### src/rtl/impulse_mac.sv
`default_nettype none
// ============================================================================
// Module   : impulse_mac
// Purpose  : Per-frame convolution MAC over the impulse/sample word stream;
//            publishes one 16-bit mixed output per ADC frame.
//            Optional macro IMPULSE_MAC_SAT_EN: saturating accumulator/output.
// Revision : 1.0  initial release
// ============================================================================
module impulse_mac #(
  parameter int MAX_TAPS = 511,
  parameter int ACC_W    = 32
) (
  input  logic        clk,
  input  logic        rst,
  input  logic        frame_start,
  input  logic [15:0] dry_in,
  input  logic [10:0] num_taps,
  input  logic [15:0] mem_data,
  input  logic        mem_valid,
  input  logic        mem_is_impulse,
  output logic        busy,
  output logic        offset_valid,
  output logic [6:0]  tap_offset,
  output logic        out_valid,
  output logic [15:0] data_out,
  output logic        seq_err,
  output logic        overrun
);

  localparam int         c_prod_w   = 25;
  localparam logic [10:0] c_max_taps = 11'(MAX_TAPS);

  typedef enum logic [1:0] {
    IDLE     = 2'd0,
    WAIT_IMP = 2'd1,
    WAIT_SMP = 2'd2,
    FINISH   = 2'd3
  } state_t;

  state_t                   r_state;
  logic [15:0]              r_dry;
  logic [10:0]              r_target;
  logic [10:0]              r_count;
  logic [7:0]               r_mult;
  logic                     r_neg;
  logic signed [ACC_W-1:0]  r_acc;

  logic [10:0]              w_taps_clamped;
  logic [10:0]              w_count_inc;
  logic signed [c_prod_w-1:0] w_sample_ext;
  logic signed [c_prod_w-1:0] w_mult_ext;
  logic signed [c_prod_w-1:0] w_product;
  logic signed [c_prod_w-1:0] w_term;
  logic signed [ACC_W-1:0]  w_term_ext;
  logic signed [ACC_W-1:0]  w_acc_next;
  logic [15:0]              w_result;

  assign w_taps_clamped = (num_taps > c_max_taps) ? c_max_taps : num_taps;
  assign w_count_inc    = r_count + 11'd1;

  // Signed sample times unsigned Q0.8 gain; magnitude always fits 25 bits.
  assign w_sample_ext = {{(c_prod_w-16){mem_data[15]}}, mem_data};
  assign w_mult_ext   = {{(c_prod_w-8){1'b0}}, r_mult};
  assign w_product    = w_sample_ext * w_mult_ext;
  assign w_term       = r_neg ? -w_product : w_product;
  assign w_term_ext   = {{(ACC_W-c_prod_w){w_term[c_prod_w-1]}}, w_term};

`ifdef IMPULSE_MAC_SAT_EN
  localparam int c_sum_w = ACC_W + 1;

  logic signed [ACC_W-1:0]   w_acc_add;
  logic                      w_acc_ovf;
  logic signed [ACC_W-1:0]   w_acc_shift;
  logic signed [c_sum_w-1:0] w_sum;
  logic                      w_in_range;

  assign w_acc_add  = r_acc + w_term_ext;
  assign w_acc_ovf  = (r_acc[ACC_W-1] == w_term_ext[ACC_W-1]) &&
                      (w_acc_add[ACC_W-1] != r_acc[ACC_W-1]);
  assign w_acc_next = !w_acc_ovf ? w_acc_add :
                      (r_acc[ACC_W-1] ? {1'b1, {(ACC_W-1){1'b0}}}
                                      : {1'b0, {(ACC_W-1){1'b1}}});

  assign w_acc_shift = r_acc >>> 8;
  assign w_sum       = {{(c_sum_w-16){r_dry[15]}}, r_dry} +
                       {w_acc_shift[ACC_W-1], w_acc_shift};
  // In range when every bit from 15 upward matches the sign.
  assign w_in_range  = (&w_sum[c_sum_w-1:15]) | ~(|w_sum[c_sum_w-1:15]);
  assign w_result    = w_in_range ? w_sum[15:0]
                                  : (w_sum[c_sum_w-1] ? 16'h8000 : 16'h7FFF);
`else
  assign w_acc_next = r_acc + w_term_ext;
  // Low 16 bits of dry + (acc >>> 8) only need acc[23:8].
  assign w_result   = r_dry + r_acc[23:8];
`endif

  always_ff @(posedge clk or posedge rst) begin
    if (rst) begin
      r_state      <= IDLE;
      r_dry        <= '0;
      r_target     <= '0;
      r_count      <= '0;
      r_mult       <= '0;
      r_neg        <= 1'b0;
      r_acc        <= '0;
      busy         <= 1'b0;
      offset_valid <= 1'b0;
      tap_offset   <= '0;
      out_valid    <= 1'b0;
      data_out     <= '0;
      seq_err      <= 1'b0;
      overrun      <= 1'b0;
    end else begin
      offset_valid <= 1'b0;
      out_valid    <= 1'b0;
      overrun      <= 1'b0;
      if (frame_start) begin
        // An in-flight or finishing frame publishes before the restart.
        if (r_state == WAIT_IMP || r_state == WAIT_SMP) begin
          overrun   <= 1'b1;
          out_valid <= 1'b1;
          data_out  <= w_result;
        end else if (r_state == FINISH) begin
          out_valid <= 1'b1;
          data_out  <= w_result;
        end
        r_dry    <= dry_in;
        r_target <= w_taps_clamped;
        r_acc    <= '0;
        r_count  <= '0;
        seq_err  <= 1'b0;
        if (w_taps_clamped == 11'd0) begin
          r_state <= FINISH;
          busy    <= 1'b0;
        end else begin
          r_state <= WAIT_IMP;
          busy    <= 1'b1;
        end
      end else begin
        case (r_state)
          IDLE: ;
          WAIT_IMP: begin
            if (mem_valid) begin
              if (!mem_is_impulse) begin
                seq_err <= 1'b1;
              end else if (mem_data == 16'h0000) begin
                r_state <= FINISH;
                busy    <= 1'b0;
              end else begin
                r_mult       <= mem_data[7:0];
                r_neg        <= mem_data[8];
                tap_offset   <= {mem_data[15:13], mem_data[12:9]};
                offset_valid <= 1'b1;
                r_state      <= WAIT_SMP;
              end
            end
          end
          WAIT_SMP: begin
            if (mem_valid) begin
              if (mem_is_impulse) begin
                seq_err <= 1'b1;
              end else begin
                r_acc   <= w_acc_next;
                r_count <= w_count_inc;
                if (w_count_inc == r_target) begin
                  r_state <= FINISH;
                  busy    <= 1'b0;
                end else begin
                  r_state <= WAIT_IMP;
                end
              end
            end
          end
          FINISH: begin
            out_valid <= 1'b1;
            data_out  <= w_result;
            r_state   <= IDLE;
          end
          default: begin
            r_state <= IDLE;
            busy    <= 1'b0;
          end
        endcase
      end
    end
  end

endmodule
`default_nettype wire

### config.mk
export PLATFORM = sky130hd
export DESIGN_NAME = impulse_mac
export DESIGN_NICKNAME = d
export VERILOG_FILES = /design/src/rtl/impulse_mac.sv
export SDC_FILE = /design/constraint.sdc
export NUM_CORES = 1
export LEC_CHECK = 0
export ABC_AREA = 0
export CORE_MARGIN = 2
export CORE_UTILIZATION = 45
export CTS_CLUSTER_SIZE = 25
export DETAILED_ROUTE_END_ITERATION = 8
export DONT_BUFFER_PORTS = 1
export GPL_TIMING_DRIVEN = 0
export SKIP_CTS_REPAIR_TIMING = 1
export SLEW_MARGIN = 20
export SYNTH_ARGS = -nofsm -noshare
export SYNTH_HDL_FRONTEND = slang
export SYNTH_SLANG_ARGS = --single-unit
export TNS_END_PERCENT = 50
### constraint.sdc
create_clock -name clk -period 9.9 [get_ports clk]
set_input_delay 1.485 -clock clk [delete_from_list [all_inputs] [get_ports clk]]
set_output_delay 1.485 -clock clk [all_outputs]
set_load 0.005 [all_outputs]
==> impl_metrics.yaml <==
placed_design:
  detailed_place_hpwl_um: 20220
  place.gp.congestion: 0.8323
  portBuffers: 0
timing:
  worst_pin_slew_ns: 0.7192
  fmax_mhz: 114.3
  holdWs_ns: 0.4879
  hold_violations: 0
  skew_ns: 0.009097
  max-slew-margin-rel_pct: 52.05
  fin_crit_sh_pct: 88.41
  fin_setup_tns_ns: 0
  grt_setup_unrepaired: "no"
  min_period_ns: 8.753
  final_max_slew_viol_count: 0
  finalSetupViolCount: 0
worst_setup_path:
  rr_worst_depth: 28
  path_max_fanout: 10
  r2r-start: "r_mult[1]"
  arrival_ns: 9.03
  cp-end-kind: "flop"
  cp-startpoint: "mem_data[4]"
  critPathLaunchType: "primary input"
  critPathTopFamily: "adder cells"
  crit_buf_inv: 4
  required_ns: 10.18
  r2r_slack_ns: 1.41
  slowest_stage: "or4_1"
  r2r-end: "r_acc[23]"
  crit_top_cell: "fa_1"
  critPathKind: "in2reg"
  path_depth: 27
  critPathMaxStageDelay_ns: 0.56
  crit_end: "r_acc[23]"
synthesis:
  yosysTopAreaCell: "dfrtp_1"
  yosys_warnings: 0
  synth-seq-cells: 101
  async_flop_share_pct: 100.0
  syn_area_um2: 11000
  synth_cell_types: 67
  synth_flop_cell: "dfrtp_1"
  synth_common_cells: "nand2_1, inv_1, fa_1, dfrtp_1, ha_1"
  ys_top_cells_by_area: "dfrtp_1, fa_1, ha_1"
  yosysSeqAreaShare_pct: 22.97
  syn_area_per_cell_um2: 8.604
  syn_nets: 1521
  netlist_instances: 1279
  synth_edf_count: 0
  yosysMostFrequentCell: "nand2_1"
  synth_top_area_share_pct: 22.97
hold_path:
  min_from: "r_acc[3]"
  min_path_type: "reg2reg"
cts:
  cts_max_level: 3
  root_buffer: "clkbuf_16"
  cts_max_path_buffers: 2
  clock_latency_ns: 0.36
  cts_tree: "built"
  clkSlewWorstSetupHoldPaths_ns: 0.08
  cts_buffers: 9
  cts.sinks: 101
global_route:
  grt_max_degree: 61
  grt_pass1_wl_um: 42880
  antenna_found_initial: 0
  use_met3_pct: 2.970
  grt_pass1_vias: 8546
  grt_util_met2_pct: 34.97
  grt_usage_pct: 20.55
  overflow: 0
  grt_use_met1_pct: 28.19
  busiest_layer: "met2"
routing:
  via_per_inst: 5.274
  vias: 8544
  drtIter0Drc: 479
  first_pass_iters: 5
  routed_wl_um: 25650
  drcViolationCount: 0
  ant_nets: 0
  wl_per_cell_um: 15.83
floorplan:
  die_h_um: 160.4
  die_area_um2: 25720
  placementRows: 57
  ioPinCount: 76
  initial_core_util_pct: 45.52
  core_area_um2: 24180
  die_w_um: 160.4
finish:
  utilization_pct: 48.57
  finalNetCount: 1533
  final_layout_size_suffix_gt1_share_pct: 3.472
  antenna_cells: 0
  syn_to_final_growth_pct: 6.720
run:
  max_cap_viol_count: 0
run_status:
  status: "finished, final reports clean"
[metal layers]
layer | wire length (um) | part of all wire [%] | up-vias
met4 | 378 | 1.5 | 0
li1 | - | - | 4188
met3 | 964 | 3.8 | 24
met2 | 12160 | 47 | 154
met5 | 0 | 0 | -
met1 | 12150 | 47 | 4178
[layout by cell type, fill, tap and decap left out, types with 52 or more instances in the layout]
cell / Yosys / final
o21ai_0: 59 / 59
ha_1: 92 / 92
a21oi_1: 56 / 56
and2_1: 67 / 67
fa_1: 102 / 102
nor2_1: 72 / 72
dfrtp_1: 101 / 101
nand2_1: 186 / 186
inv_1: 172 / 171
xnor2_1: 52 / 52
[registers in the layout, summed over array words and instances, names as in the netlist]
register and flops:
r_acc 24, data_out 16, r_dry 16, r_count 11, r_target 11, r_mult 8
tap_offset 7, r_state 2, busy 1, offset_valid 1, out_valid 1, overrun 1
r_neg 1, seq_err 1
[kinds of logic (layout without fill, tap and decap cells)]
family          count (synthesis)  count (layout)  synth area share [%]
fa+ha+maj                     194             194                 29.02
mux                            17              17                 1.717
compound gates                215             215                 12.43
buf+inv                       221             238                 7.538
xor+xnor                       89              89                 7.209
simple gates                  442             442                 19.12
flops                         101             101                 22.97
[how the worst min path moves through the flow]
stage	endpoint	cells past startpoint
CTS	r_acc[3]	2
global placement	r_acc[3]	2
detailed placement	r_acc[3]	2
global route	tap_offset[2]	2
floorplan	r_acc[3]	2
finish	r_acc[3]	2
[final cells by class]
| class | count | area (um^2) |
|---|---|---|
| clock buffer | 9 | 225.2 |
| multi-input combinational | 957 | 7647 |
| buffer | 47 | 176.4 |
| fill | 2354 | 12430 |
| timing repair buffer | 1 | 27.53 |
| sequential | 101 | 2527 |
| clock inverter | 7 | 76.32 |
| inverter | 174 | 658.1 |
| tap | 324 | 405.4 |
[tightest hold or removal path, delay by kind of cell (launching register included)]
kind	cells	cell delay, ns
AOI/OAI and AO/OA	1	0.05
and+or+nand+nor	1	0.05
DFF	1	0.35
[per-stage QoR]
step                      cells  worst slack, ns  area [um^2]
after floorplan            1279            1.718        11000
after global placement     1603           0.8389        11410
after detailed placement   1604           0.8373        11440
after CTS                  1620            1.189        11740
after global routing       1620           0.6703        11740
final                      1620            1.147        11740
Power is left out: the tool's default activity adds up to more than one toggle a clock period on the data nets, which glitch-free logic cannot reach.
